[config.mk]
export PLATFORM = sky130hd
export DESIGN_NAME = nibble_word_serializer
export DESIGN_NICKNAME = d
export VERILOG_FILES = /design/src/rtl/nibble_word_serializer.sv
export SDC_FILE = /design/constraint.sdc
export NUM_CORES = 1
export LEC_CHECK = 0
export CORE_ASPECT_RATIO = 0.8
export CORE_UTILIZATION = 50
export DETAILED_ROUTE_END_ITERATION = 10
export GPL_ROUTABILITY_DRIVEN = 0
export MAX_ROUTING_LAYER = met4
export PLACE_DENSITY = 0.76
export SYNTH_ARGS = -nofsm -noshare
export SYNTH_HDL_FRONTEND = slang
export SYNTH_SLANG_ARGS = --single-unit
[constraint.sdc]
create_clock -name clk -period 2.79 [get_ports clk]
set_clock_uncertainty 0.1 [all_clocks]
set_input_delay 0.558 -clock clk [delete_from_list [all_inputs] [get_ports clk]]
set_output_delay 0.558 -clock clk [all_outputs]
set_load 0.02 [all_outputs]
[src/rtl/nibble_word_serializer.sv]
// Word-to-nibble serializer: accepts a word over valid/ready and emits one 4-bit nibble
// per beat, LSB-first or MSB-first, reloading on the last beat so words stream gap-free.
module nibble_word_serializer #(
    parameter int unsigned CNT_SIZE = 3
) (
    input  logic                          clk,
    input  logic                          rst,
    input  logic                          in_valid,
    output logic                          in_ready,
    input  logic [4*(2**CNT_SIZE)-1:0]    in_word,
    input  logic                          in_msb_first,
    output logic                          out_valid,
    input  logic                          out_ready,
    output logic [3:0]                    out_nibble,
    output logic [CNT_SIZE-1:0]           out_idx,
    output logic                          out_first,
    output logic                          out_last,
    output logic                          busy
);

    localparam int unsigned N = 2 ** CNT_SIZE;
    localparam int unsigned W = 4 * N;

    typedef enum logic {StIdle, StSend} state_e;

    state_e              state_q;
    logic [W-1:0]        word_q;
    logic                msb_first_q;
    logic [CNT_SIZE-1:0] cnt_q;

    logic                transfer;
    logic                accept;
    logic [CNT_SIZE-1:0] cnt_next;
    logic [CNT_SIZE-1:0] idx_next;
    logic [CNT_SIZE-1:0] idx_load;

    assign transfer = out_valid & out_ready;
    assign in_ready = ~rst & ((state_q == StIdle) | (transfer & out_last));
    assign accept   = in_valid & in_ready;
    assign busy     = out_valid;

    // MSB-first index is N-1-k, which is simply the bitwise complement of k.
    assign cnt_next = cnt_q + 1'b1;
    assign idx_next = msb_first_q ? ~cnt_next : cnt_next;
    assign idx_load = {CNT_SIZE{in_msb_first}};

    always_ff @(posedge clk or posedge rst) begin
        if (rst) begin
            state_q     <= StIdle;
            word_q      <= '0;
            msb_first_q <= 1'b0;
            cnt_q       <= '0;
            out_valid   <= 1'b0;
            out_nibble  <= 4'h0;
            out_idx     <= '0;
            out_first   <= 1'b0;
            out_last    <= 1'b0;
        end else if (accept) begin
            // Covers both a fresh start from idle and a reload on the final beat.
            state_q     <= StSend;
            word_q      <= in_word;
            msb_first_q <= in_msb_first;
            cnt_q       <= '0;
            out_valid   <= 1'b1;
            out_nibble  <= in_word[{idx_load, 2'b00} +: 4];
            out_idx     <= idx_load;
            out_first   <= 1'b1;
            out_last    <= (N == 1);
        end else if (transfer) begin
            if (&cnt_q) begin
                state_q    <= StIdle;
                cnt_q      <= '0;
                out_valid  <= 1'b0;
                out_nibble <= 4'h0;
                out_idx    <= '0;
                out_first  <= 1'b0;
                out_last   <= 1'b0;
            end else begin
                cnt_q      <= cnt_next;
                out_nibble <= word_q[{idx_next, 2'b00} +: 4];
                out_idx    <= idx_next;
                out_first  <= 1'b0;
                out_last   <= &cnt_next;
            end
        end
    end

endmodule

==> flow_summary.yaml, run 1 <==
yosys:
  yosys_warnings: 0
  synthAdderAreaFrac_pct: 1.53
  yosys.area.top_type: "dfrtp_1"
  synth.area.mux_share_pct: 7.20
  synth_xor_xnor_area_share_pct: 1.68
  ys_seq_area_share_pct: 47.0
  synth.area.top_cells: "dfrtp_1, nand2_1, mux2i_1"
  synth_top_area_share_pct: 47.0
  async_reset_ff_share_pct: 100
  synth_edf_count: 0
  netlist_area_sq_um: 2450
  synth_fp_nets: 323
  syn_inst: 283
  synthDistinctLibCells: 45
  synth-simple-area-share_pct: 26.1
  ys_ff_latch: 46
  synth_top_family_by_area: "simple AND/OR/NAND/NOR gates"
  synth.avg_cell_area_sq_um: 8.66
  synth_ff_type: "dfrtp_1"
  synth_compound_area_share_pct: 12.4
cells_and_area:
  layout-drive-gt1-share_pct: 6.40
  seqCellArea_sq_um: 1150
  nFillCells: 408
  final_cell_area_sq_um: 3080
  multi_input_area_sq_um: 1200
  nets: 368
  layout_commonest_cell: "nand2_1"
  final_cell_mix: "nand2_1, clkdlybuf4s50_1, dfrtp_1, nor2_1, mux2i_1"
  utilization_pct: 66.1
  diodes: 0
  area_growth_pct: 25.5
sta:
  setup_viol: 0
  max_freq_ghz: 0.387
  min_period_ns: 2.58
  grt_setup_unrepaired: "no"
  timing.slew.headroom_pct: 45.2
  slew_violations: 0
  period_share_pct: 92.6
  final_hold_viol_count: 0
  layout_setup_ws_ns: 0.207
  worst_pin_slew_ns: 0.817
  setup_tns_ns: 0
route:
  totalWireLength_um: 5760
  vias: 2160
  dr.pass1.iters: 5
  wl_per_cell_um: 14.8
  dr.first_iter.drc_count: 130
  vias_per_cell: 5.57
  ant_nets: 0
  drc: 0
floorplanning:
  die_y_um: 64.6
  die_w_um: 80.3
  num_io_pins: 49
  design.core.area_sq_um: 4650
  die_area_sq_um: 5190
  row_count: 22
  initial_core_util_pct: 52.7
power:
  power.internal_mw: 2.04
  p_total_mw: 3.49
  power.share.sequential_pct: 35.8
  p_leak_nw: 1.45
  share_comb_of_total_power_pct: 53.2
  power_density_nw_per_um2: 1130
  peakVddDrop_v: 0.000548
  switching_share_pct: 41.5
  p_switching_mw: 1.45
  p_clk_share_pct: 11.0
cts:
  post_cts_buffers: 0
  ctsResizeCount: 0
  root_buffer: "clkbuf_8"
  ctsHtreeMaxLevel: 2
  clk_pin_slew_ns: 0.08
  cts_tree: "done"
  cts_buffers: 5
  cts_num_sinks: 46
  cts_hold_repair.buffers: 0
  cts_buffer_depth: 2
  clkLatencyLatePin_ns: 0.29
placed_design:
  pre_cts_ws_ns: 0.256
  dpl.hpwl_um: 4230
  port_buffers: 48
  place_area_sq_um: 3000
global_routing:
  grt_pass1_vias: 2076
  grt_max_degree: 26
  grt_pass1_wl_um: 9690
  grt_overflow: 0
  grt_use_total_pct: 25.5
  antenna_found_initial: 0
outcome:
  status: "complete, no violations"
setup_path:
  criticalPathCategory: "flip-flop to flip-flop"
  cpPeakStageDelay_ns: 0.49
  arrival_ns: 2.70
  critPathCaptureType: "flip-flop"
  path_cells: "inv_2 -> ha_1 -> buf_4 -> nor2_1 -> a31oi_1 -> o221ai_1 -> a2111o_1 -> o211ai_1"
  crit_slowest_cell: "ha_1"
  cp_max_fo: 14
  cp-start-kind: "flip-flop"
  cp_data_required_time_ns: 2.90
min_path:
  hp-class: "flip-flop to flip-flop"
job:
  cap_violations: 0
[per-layer routing]
layer	GRT usage, %	part of all wire (%)	vias to the layer above	wire [um]
li1	-	-	1057	-
met1	35.0	48	1027	2780
met2	38.7	46	72	2630
met3	4.93	5.3	4	303
met4	7.59	0.76	0	44
met5	-	0	-	0
[stage by stage]
stage | std cells | hold WS, ns
detailed placement | 381 | 0.366
global route | 388 | 0.420
finish | 388 | 0.382
floorplan | 283 | 0.338
global placement | 381 | 0.362
CTS | 388 | 0.386
[cell families (layout without fill, tap and decap cells)]
kind of cell	count (synthesis)	count (layout)
AO/OA/AOI/OAI	42	42
XOR/XNOR	3	3
adder cells (fa/ha/maj)	3	3
buffers and inverters	22	67
flip-flops	46	46
multiplexers	15	15
AND/OR/NAND/NOR	152	152
[worst max-delay path: cells and delay by family, from the launching register on]
family                   cells  cell delay [ns]
buffers and inverters        2             0.39
AO/OA/AOI/OAI                4             0.95
adder cells (fa/ha/maj)      1             0.49
flip-flops                   1             0.47
AND/OR/NAND/NOR              1             0.09
[path summary, 6_finish.rpt]
check                                 startpoint                         to  slack (ns)  cells past startpoint
max                         cnt_q[0]$_DFFE_PP0P_  out_nibble[1]$_DFFE_PP0P_        0.21                      8
min in group asynchronous                    rst     word_q[28]$_DFFE_PP0P_        0.59                      2
min reg2reg                out_first$_DFFE_PP0P_      out_first$_DFFE_PP0P_        0.38                      2
max in group asynchronous                    rst    msb_first_q$_DFFE_PP0P_        1.46                      3
min                        out_first$_DFFE_PP0P_      out_first$_DFFE_PP0P_        0.38                      2
max reg2reg                 cnt_q[0]$_DFFE_PP0P_  out_nibble[1]$_DFFE_PP0P_        0.21                      8
[final cells by class]
class	count	share of cell area, %
multi-input cells	215	39.1
flip-flops and latches	46	37.4
repair buffers	57	18.2
clock buffers	7	2.48
well taps	60	2.44
inverters	3	0.366
[registers in the layout, indices dropped and copies added (netlist names)]
| name | cells |
|---|---|
| out_first | 1 |
| out_idx | 3 |
| msb_first_q | 1 |
| state_q | 1 |
| out_nibble | 4 |
| cnt_q | 3 |
| out_last | 1 |
| word_q | 32 |
[synth_stat cells, types with 2 or more instances]
master and n:
a21oi_1 10, a221o_1 2, a221oi_1 5, a31oi_1 2
buf_1 4, buf_2 3, buf_4 4, clkbuf_1 8
dfrtp_1 46, ha_1 3, inv_1 2, mux2i_1 12
mux4_2 2, nand2_1 111, nand2b_1 3, nand3_1 2
nand3b_1 2, nor2_1 15, nor2b_1 2, nor3_1 7
o21a_1 3, o21ai_1 2, o221ai_1 6, o22ai_1 4
o31ai_1 2, xnor2_2 2
[power groups by stage]
| stage | logic (mW) | clock network (mW) | registers [mW] |
|---|---|---|---|
| 2_1_floorplan | 1.36 | 0 | 1.22 |
| 3_5_place_dp | 1.85 | 0 | 1.25 |
| 3_3_place_gp | 1.78 | 0 | 1.25 |
| 6_report | 1.86 | 0.382 | 1.25 |
| 4_1_cts | 1.85 | 0.389 | 1.24 |
| 5_1_grt | 2.05 | 0.429 | 1.29 |
Note: power is estimated with default switching activity, not from simulation.
==> run 2: changes to the inputs <==
SETUP_SLACK_MARGIN = 0.2   (was unset)
==> flow_summary.yaml, run 2 (synthesized netlist as in run 1, its figures left out) <==
outcome:
  status: "complete, no violations"
cts:
  cts_num_sinks: 46
  ctsHtreeMaxLevel: 2
  clkLatencyLatePin_ns: 0.30
  cts_tree: "done"
  post_cts_buffers: 0
  root_buffer: "clkbuf_8"
  clk_pin_slew_ns: 0.08
  cts_buffers: 5
  cts_buffer_depth: 2
global_routing:
  grt_max_degree: 26
  antenna_found_initial: 0
  grt_overflow: 0
  grt_use_total_pct: 25.5
  grt_pass1_wl_um: 9690
  grt_pass1_vias: 2076
setup_path:
  cp_max_fo: 4
  cp_data_required_time_ns: 2.13
  path_buf_inv: 2
  crit_top_cell: "clkdlybuf4s50_1"
  cp_top_family: "buffers and inverters"
  arrival_ns: 1.87
  cp-start-kind: "primary input"
  path_cells: "clkdlybuf4s50_1 -> a21boi_2 -> nor2_1 -> clkdlybuf4s50_1"
  cpPeakStageDelay_ns: 0.60
  criticalPathCategory: "primary input to output pin"
  crit_slowest_cell: "clkdlybuf4s50_1"
  critPathCaptureType: "output pin"
placed_design:
  place_area_sq_um: 3000
  dp_cells: 381
  port_buffers: 48
  pre_cts_ws_ns: 0.256
  dpl.hpwl_um: 4230
cells_and_area:
  multi_input_area_sq_um: 1200
  nFillCells: 407
  layout-drive-gt1-share_pct: 7.01
  final_cell_mix: "nand2_1, clkdlybuf4s50_1, dfrtp_1, nor2_1, mux2i_1"
  reg.largest.list: "word_q x32, out_nibble x4"
  area_growth_pct: 25.6
  seqCellArea_sq_um: 1150
  largest_register_ffs: 32
  final_cell_area_sq_um: 3080
  diodes: 0
  layout_commonest_cell: "nand2_1"
  utilization_pct: 66.2
  largest_register: "word_q"
  fin_cells: 388
  nets: 368
min_path:
  hp-class: "flip-flop to flip-flop"
sta:
  worst_pin_slew_ns: 0.815
  setup_viol: 0
  min_period_ns: 2.53
  setup_tns_ns: 0
  timing.slew.headroom_pct: 45.4
  period_share_pct: 90.8
  layout_setup_ws_ns: 0.257
  max_freq_ghz: 0.395
  slew_violations: 0
  final_hold_viol_count: 0
  grt_setup_unrepaired: "no"
  fin_worst_hold_slack_ns: 0.382
job:
  cap_violations: 0
floorplanning:
  design.core.area_sq_um: 4650
  die_y_um: 64.6
  die_w_um: 80.3
  num_io_pins: 49
  initial_core_util_pct: 52.7
  row_count: 22
  die_area_sq_um: 5190
route:
  dr.pass1.iters: 4
  vias: 2136
  drc: 0
  wl_per_cell_um: 14.8
  vias_per_cell: 5.51
  totalWireLength_um: 5740
  ant_nets: 0
  dr.first_iter.drc_count: 131
power:
  p_total_mw: 3.50
  power_density_nw_per_um2: 1140
  peakVddDrop_v: 0.000550
  p_leak_nw: 1.45
run 2: repair_timing:
item                                    4_1_cts  5_1_grt
endpoints found under the setup margin        0        4
gates resized for setup                       0        2
hold buffers                                  0        0
run 2: layer usage:
layer | up-vias | global-route usage [%] | share of wire (%) | wire length [um]
met5 | - | - | 0 | 0
met4 | 0 | 7.59 | 0.89 | 51
met3 | 5 | 4.93 | 6.0 | 346
met2 | 65 | 38.7 | 46 | 2630
met1 | 1011 | 35.0 | 47 | 2710
li1 | 1055 | - | - | -
run 2: power breakdown:
part           switching [mW]  internal, mW  leakage, nW
sequential              0.273         0.978        0.571
combinational           0.964         0.897        0.837
clock                   0.212         0.173       0.0383
run 2: final timing paths:
| check | startpoint | to | slack (ns) | cells past startpoint |
|---|---|---|---|---|
| worst max-delay path | out_ready | in_ready | 0.26 | 4 |
| worst min-delay path | word_q[28]$_DFFE_PP0P_ | word_q[28]$_DFFE_PP0P_ | 0.38 | 2 |
| worst max register to register | cnt_q[0]$_DFFE_PP0P_ | out_nibble[1]$_DFFE_PP0P_ | 0.32 | 7 |
| worst min register to register | word_q[28]$_DFFE_PP0P_ | word_q[28]$_DFFE_PP0P_ | 0.38 | 2 |
| max in group asynchronous | rst | cnt_q[0]$_DFFE_PP0P_ | 1.45 | 3 |
| min in group asynchronous | rst | word_q[28]$_DFFE_PP0P_ | 0.59 | 2 |
run 2: worst register-to-register path, stage by stage (launching register included):
cell and delay (ns):
dfrtp_2 0.46, ha_1 0.22, ha_1 0.59, nand4b_1 0.18, a21oi_1 0.08, or3_1 0.31
a2111o_1 0.37, o211ai_1 0.09
run 2: area by class of cell:
cell class,count,share of cell area [%]
clock buffer,7,2.48
inverter,3,0.366
multi-input combinational,215,39.1
sequential,46,37.4
tap,60,2.44
timing repair buffer,57,18.2
==> edit 1, RTL diff (flow settings as in run 1) <==
Make the reset (`rst`) synchronous in one clocked block.
--- a/src/rtl/nibble_word_serializer.sv
+++ b/src/rtl/nibble_word_serializer.sv
@@ -44,7 +44,7 @@
     assign idx_next = msb_first_q ? ~cnt_next : cnt_next;
     assign idx_load = {CNT_SIZE{in_msb_first}};
 
-    always_ff @(posedge clk or posedge rst) begin
+    always_ff @(posedge clk) begin
         if (rst) begin
             state_q     <= StIdle;
             word_q      <= '0;
Check against the original RTL: differs if rst is asserted again (counterexample within 4 cycles, from zero or initial values and one cycle with rst high); with rst held inactive, the same outputs for 10 cycles.
==> edit 1 against run 1 <==
- worst setup slack lost 47 ps
- wire length grew 2.7%
- area after synthesis decreased by 4.2%
- cell area down 3.9%
- global-route usage rose by 0.79 points
- die area shrank 4.1%
- non-clock buffer count up 1
- hold slack worse by 22 ps
- sequential cell count is the same
- largest cell class unchanged
Power is not compared: it rests on default switching activity, and its combinational part moved more than twofold at a synthesized area within 25%.
==> edit 1: results (changes against run 1) <==
Status
The run finished with clean final reports.

Synthesis
The distinct cell type count of the synthesized netlist was 53 (+18%). The net count of the mapped netlist was 340 (+5.3%). By count the netlist is led by sky130_fd_sc_hd__nand2_1, sky130_fd_sc_hd__dfxtp_1, sky130_fd_sc_hd__o21ai_0. In the post-synthesis netlist, the biggest area contributors are sky130_fd_sc_hd__dfxtp_1, sky130_fd_sc_hd__nand2_1, sky130_fd_sc_hd__o21ai_0.

Setup path
The slowest stage cell on the critical path is sky130_fd_sc_hd__clkdlybuf4s50_1. The kind of cell adding the most delay to the critical path is buffers and inverters. In this run the critical register-to-register path is captured at out_nibble[1]. The maximum fanout along the worst path is 5 (-9). In this run the critical register-to-register path is launched from cnt_q[0]. The minimum setup slack among reg-to-reg paths is 470 ps (+260 ps).

The cell depth of the worst flop-to-flop path came to 7 (-1). The maximum single-stage delay on the critical path is 540 ps (+50 ps).

Global routing
The via count of the first global-routing pass is 2028 (-2.3%). The wire length of the first global-routing pass is 9800 um (+1.1%). The pin count of the biggest net entering global routing is 28 (+7.7%). The number of antenna violations at the first check in global routing is 0 (unchanged). The met1 capacity usage during global routing is 0.374 (+0.0233).

The total global-route track usage was 0.263 (+0.00794). The met3 demand-to-capacity share in global routing is 0.0536 (+0.00433).

Timing
The headroom to the max-slew limit came to 0.695 (+0.243).

Worst hold path
The end point of the worst hold path is word_q[14].

Power
The analysis attributes to cell leakage a power of 1.13 nW.

Routing
The detailed route wirelength on metal3 is 418 um (+38%). The count of routing violations after the opening detailed-route iteration is 203 (+56%). The detail-routed net length per standard cell is 14.7 um (-1.1%). The via-per-instance ratio is 5.68 (+2.1%). The met2 layer wire length in the routed design was 2460 um (-6.3%). The total routed wire length on the met1 layer is 2930 um (+5.5%). The number of search-and-repair iterations in the first detailed-routing pass was 4 (-1).

Place
The detailed placer's ending HPWL came to 4390 um (+3.7%). The placement-stage worst setup slack is 168 ps (-87.7 ps).

Finish
The proportion of cell area spent on the clock network is 0.0309 (+0.00609). The flip-flop and latch area came to 921 um^2 (-20%). The count of buffers not belonging to the clock network in the layout was 58 (+1.8%). The share of layout cells above drive strength 1 came to 0.0867 (+0.0227). The footprint of the multi-input gates came to 1290 um^2 (+7.1%). The number of nets in the layout is 385 (+4.6%). The fill cell instance count of the final layout is 379 (-7.1%). The non-clock buffer contribution to total cell area is 0.188 (+0.00571). The multi-input gate count came to 226 (+5.1%).
## edit 1: worst register-to-register path, delay by kind of cell (launching register included)
family | cells | cell delay (ps)
AOI/OAI and AO/OA | 4 | 750
adders and majority gates | 2 | 770
DFF | 1 | 330
and+or+nand+nor | 1 | 270
## edit 1: kinds of logic (layout without fill, tap and decap cells)
family                   count (synthesis)  in the layout  share of synthesized area
AND/OR/NAND/NOR                        124            124                      0.237
AO/OA/AOI/OAI                           90             90                      0.250
flip-flops                              46             46                      0.392
buffers and inverters                   28             74                     0.0623
multiplexers                             8              8                     0.0394
adder cells (fa/ha/maj)                  3              3                     0.0160
XOR/XNOR                                 1              1                    0.00373
## edit 1: worst max path at each step
| stage | startpoint | cells after the start | slack [ps] | endpoint |
|---|---|---|---|---|
| detailed placement | out_ready | 4 | 170 | in_ready |
| global route | out_ready | 4 | 140 | in_ready |
| global placement | out_ready | 4 | 210 | in_ready |
| CTS | out_ready | 4 | 170 | in_ready |
| floorplan | cnt_q[0] | 9 | 620 | out_nibble[1] |
| finish | out_ready | 4 | 160 | in_ready |
## edit 1: through the flow
stage	total power [mW]	hold WS [ps]	area, um^2	cells	utilization
floorplan	0.945	332	2350	300	-
global placement	1.07	350	2860	395	0.661
detailed placement	1.08	351	2860	395	0.661
CTS	1.49	364	2960	403	0.682
global route	1.57	390	2960	403	0.682
finish	1.49	361	2960	403	0.682
## edit 1: power by group
| part | leakage [nW] | total [mW] | internal [mW] | switching [mW] |
|---|---|---|---|---|
| registers | 0.378 | 0.748 | 0.708 | 0.0394 |
| clock network | 0.0482 | 0.420 | 0.200 | 0.220 |
| logic | 0.705 | 0.322 | 0.158 | 0.164 |
| total | 1.13 | 1.49 | 1.07 | 0.423 |
==> edit 2, RTL diff (settings of run 1) <==
Without the edit above. `CNT_SIZE`: 3 -> 4.
--- a/src/rtl/nibble_word_serializer.sv
+++ b/src/rtl/nibble_word_serializer.sv
@@ -1,7 +1,7 @@
 // Word-to-nibble serializer: accepts a word over valid/ready and emits one 4-bit nibble
 // per beat, LSB-first or MSB-first, reloading on the last beat so words stream gap-free.
 module nibble_word_serializer #(
-    parameter int unsigned CNT_SIZE = 3
+    parameter int unsigned CNT_SIZE = 4
 ) (
     input  logic                          clk,
     input  logic                          rst,
Interface: changed (resized in_word and out_idx); port bits go from 49 to 82. The function was not compared with the original's and may differ.
==> edit 2 against run 1 <==
- worst setup slack got worse by 0.74 ps
- critical path depth increased by 1
- hold slack got worse by 10 ps
- final cell count grew 65%
- wire length grew 74%
- sequential cell count is 34 higher
- cell area increased by 77%
- clock power rose by 140%
- total power up 91%
- area after synthesis grew 72%
==> edit 2: results (changes against run 1) <==
Worst hold path
The number of cells traversed by the worst hold path was 2 (unchanged). The path class of the lowest-slack min-delay path is reg -> reg.

Synthesis
The part of the Yosys area used for sequential elements is 0.475 (+0.00557). The share of the synthesized netlist area taken by xor and xnor gates is 0.0339 (+0.0170). The Yosys warning count is 0 (unchanged).

After synthesis, the most frequently instantiated cells are sky130_fd_sc_hd__nand2_1, sky130_fd_sc_hd__dfrtp_1, sky130_fd_sc_hd__mux2i_1. The share of synthesized registers carrying an async set or reset was 1.00 (unchanged). The complex-gate fraction of the synthesized area is 0.0659 (-0.0576). The fraction of the mapped netlist area in adder cells is 0.00594 (-0.00937). The distinct cell type count of the synthesized netlist is 48 (+6.7%).

The net count of the mapped netlist is 516 (+60%). For this run, the leading register cell type out of synthesis is sky130_fd_sc_hd__dfrtp_1. The proportion of synthesized area in mux cells was 0.149 (+0.0768).

By area the synthesized netlist is led by sky130_fd_sc_hd__dfrtp_1, sky130_fd_sc_hd__nand2_1, sky130_fd_sc_hd__mux4_2.

Place
The placement-stage worst setup slack is 97.3 ps (-159 ps). The quantity of I/O buffers inserted on ports came to 81 (+69%). The detailed placer's ending HPWL came to 7250 um (+72%).

Routing
The number of search-and-repair iterations in the first detailed-routing pass is 4 (-1). The count of routing violations after the opening detailed-route iteration is 216 (+66%). The count of vias placed by the detailed router is 3463 (+60%). The detail-routed net length per standard cell is 15.6 um (+5.3%).

Finish
The register with the most flip-flops is word_q. The share of layout cells above drive strength 1 is 0.124 (+0.0598). The number of nets in the layout is 600 (+63%). The number of antenna repair diodes was 0 (unchanged). The fill cell instance count of the final layout was 686 (+68%). The flip-flop count of the largest register, all copies and words added came to 64 (+100%).

CTS
The source-to-sink clock delay at the later pin of the worst-skew pair was 360 ps (+70 ps). The worst-case clock buffer depth is 2 (unchanged). The number of buffers inserted during clock tree synthesis is 9 (+4). The clock transition at the registers of the reported paths is 80 ps (about the same). The number of cells upsized or downsized after cts came to 0 (unchanged). The count of H-tree levels built during CTS is 3 (+1). The post-CTS setup-driven buffer insertion count was 0 (unchanged). The cell chosen for the clock root is sky130_fd_sc_hd__clkbuf_8.

Status
The run finished with clean final reports.

Global routing
The met3 demand-to-capacity share in global routing is 0.0734 (+0.0241). The met1 capacity usage during global routing is 0.336 (-0.0144). The pin count of the biggest net entering global routing is 53 (+100%).

The wire length of the first global-routing pass is 16700 um (+72%). The number of antenna violations at the first check in global routing is 0 (unchanged). The via count of the first global-routing pass is 3431 (+65%).

The global-route met2 utilization is 0.395 (+0.00819). The total global-route track usage is 0.253 (-0.00225).

Timing
The final count of negative-setup-slack endpoints is 0 (unchanged). The headroom to the max-slew limit is 0.436 (-0.0160).

Power
The static power due to leakage came to 2.58 nW (+78%). The maximum ir drop on the vdd rail is 0.518 mV (-5.5%).

Setup path
The critical path starts at cnt_q[0]. The maximum fanout along the worst path is 22 (+8). The data arrival time of the critical path is 2720 ps (+20 ps). Following the worst setup path forward leads to its endpoint at out_nibble[3]. The cell depth of the worst flop-to-flop path was 9 (+1).
edit 2: final cells by class:
cell class	instances	area [um^2]	share of cell area
multi-input cells	332	2050	0.377
well taps	108	135	0.0249
flip-flops and latches	80	2000	0.369
repair buffers	104	1020	0.188
clock buffers	9	124	0.0228
clock inverters	6	92.6	0.0171
inverters	2	7.51	0.00138
edit 2: worst min path at each step:
stage / to / startpoint / slack (ps)
after floorplan: word_q[3] / word_q[3] / 340
after global placement: word_q[3] / word_q[3] / 350
after detailed placement: word_q[3] / word_q[3] / 350
after CTS: word_q[3] / word_q[3] / 370
after global routing: word_q[3] / word_q[3] / 410
final: word_q[3] / word_q[3] / 370
edit 2: per-layer routing:
metal	up-vias	wire [um]
met4	0	86
met5	-	0
met3	8	656
met2	112	4830
li1	1664	-
met1	1679	4450
edit 2: report_power, final:
group | internal (mW) | switching, mW
combinational | 1.92 | 1.69
clock | 0.503 | 0.428
sequential | 1.69 | 0.431
total | 4.11 | 2.55
edit 2: cells by family after synthesis:
group / after synthesis
simple gates: 243
flops: 80
mux: 40
compound gates: 38
buf+inv: 33
xor+xnor: 9
fa+ha+maj: 2
edit 2: per-stage QoR:
step	total power, mW	cell area, um^2	hold WS [ps]	cells
6_report	6.66	5430	372	641
5_1_grt	7.10	5430	406	641
2_1_floorplan	4.56	4210	338	445
3_5_place_dp	5.60	5190	354	624
3_3_place_gp	5.46	5190	351	624
4_1_cts	6.56	5400	374	639
edit 2: worst max-delay path, stage by stage (launching register included):
cell	delay, ps
sky130_fd_sc_hd__dfrtp_1	400
sky130_fd_sc_hd__inv_1	140
sky130_fd_sc_hd__ha_1	290
sky130_fd_sc_hd__buf_12	180
sky130_fd_sc_hd__xnor2_4	180
sky130_fd_sc_hd__buf_12	150
sky130_fd_sc_hd__mux4_2	500
sky130_fd_sc_hd__o32ai_1	230
sky130_fd_sc_hd__or4_1	170
sky130_fd_sc_hd__o211ai_1	90
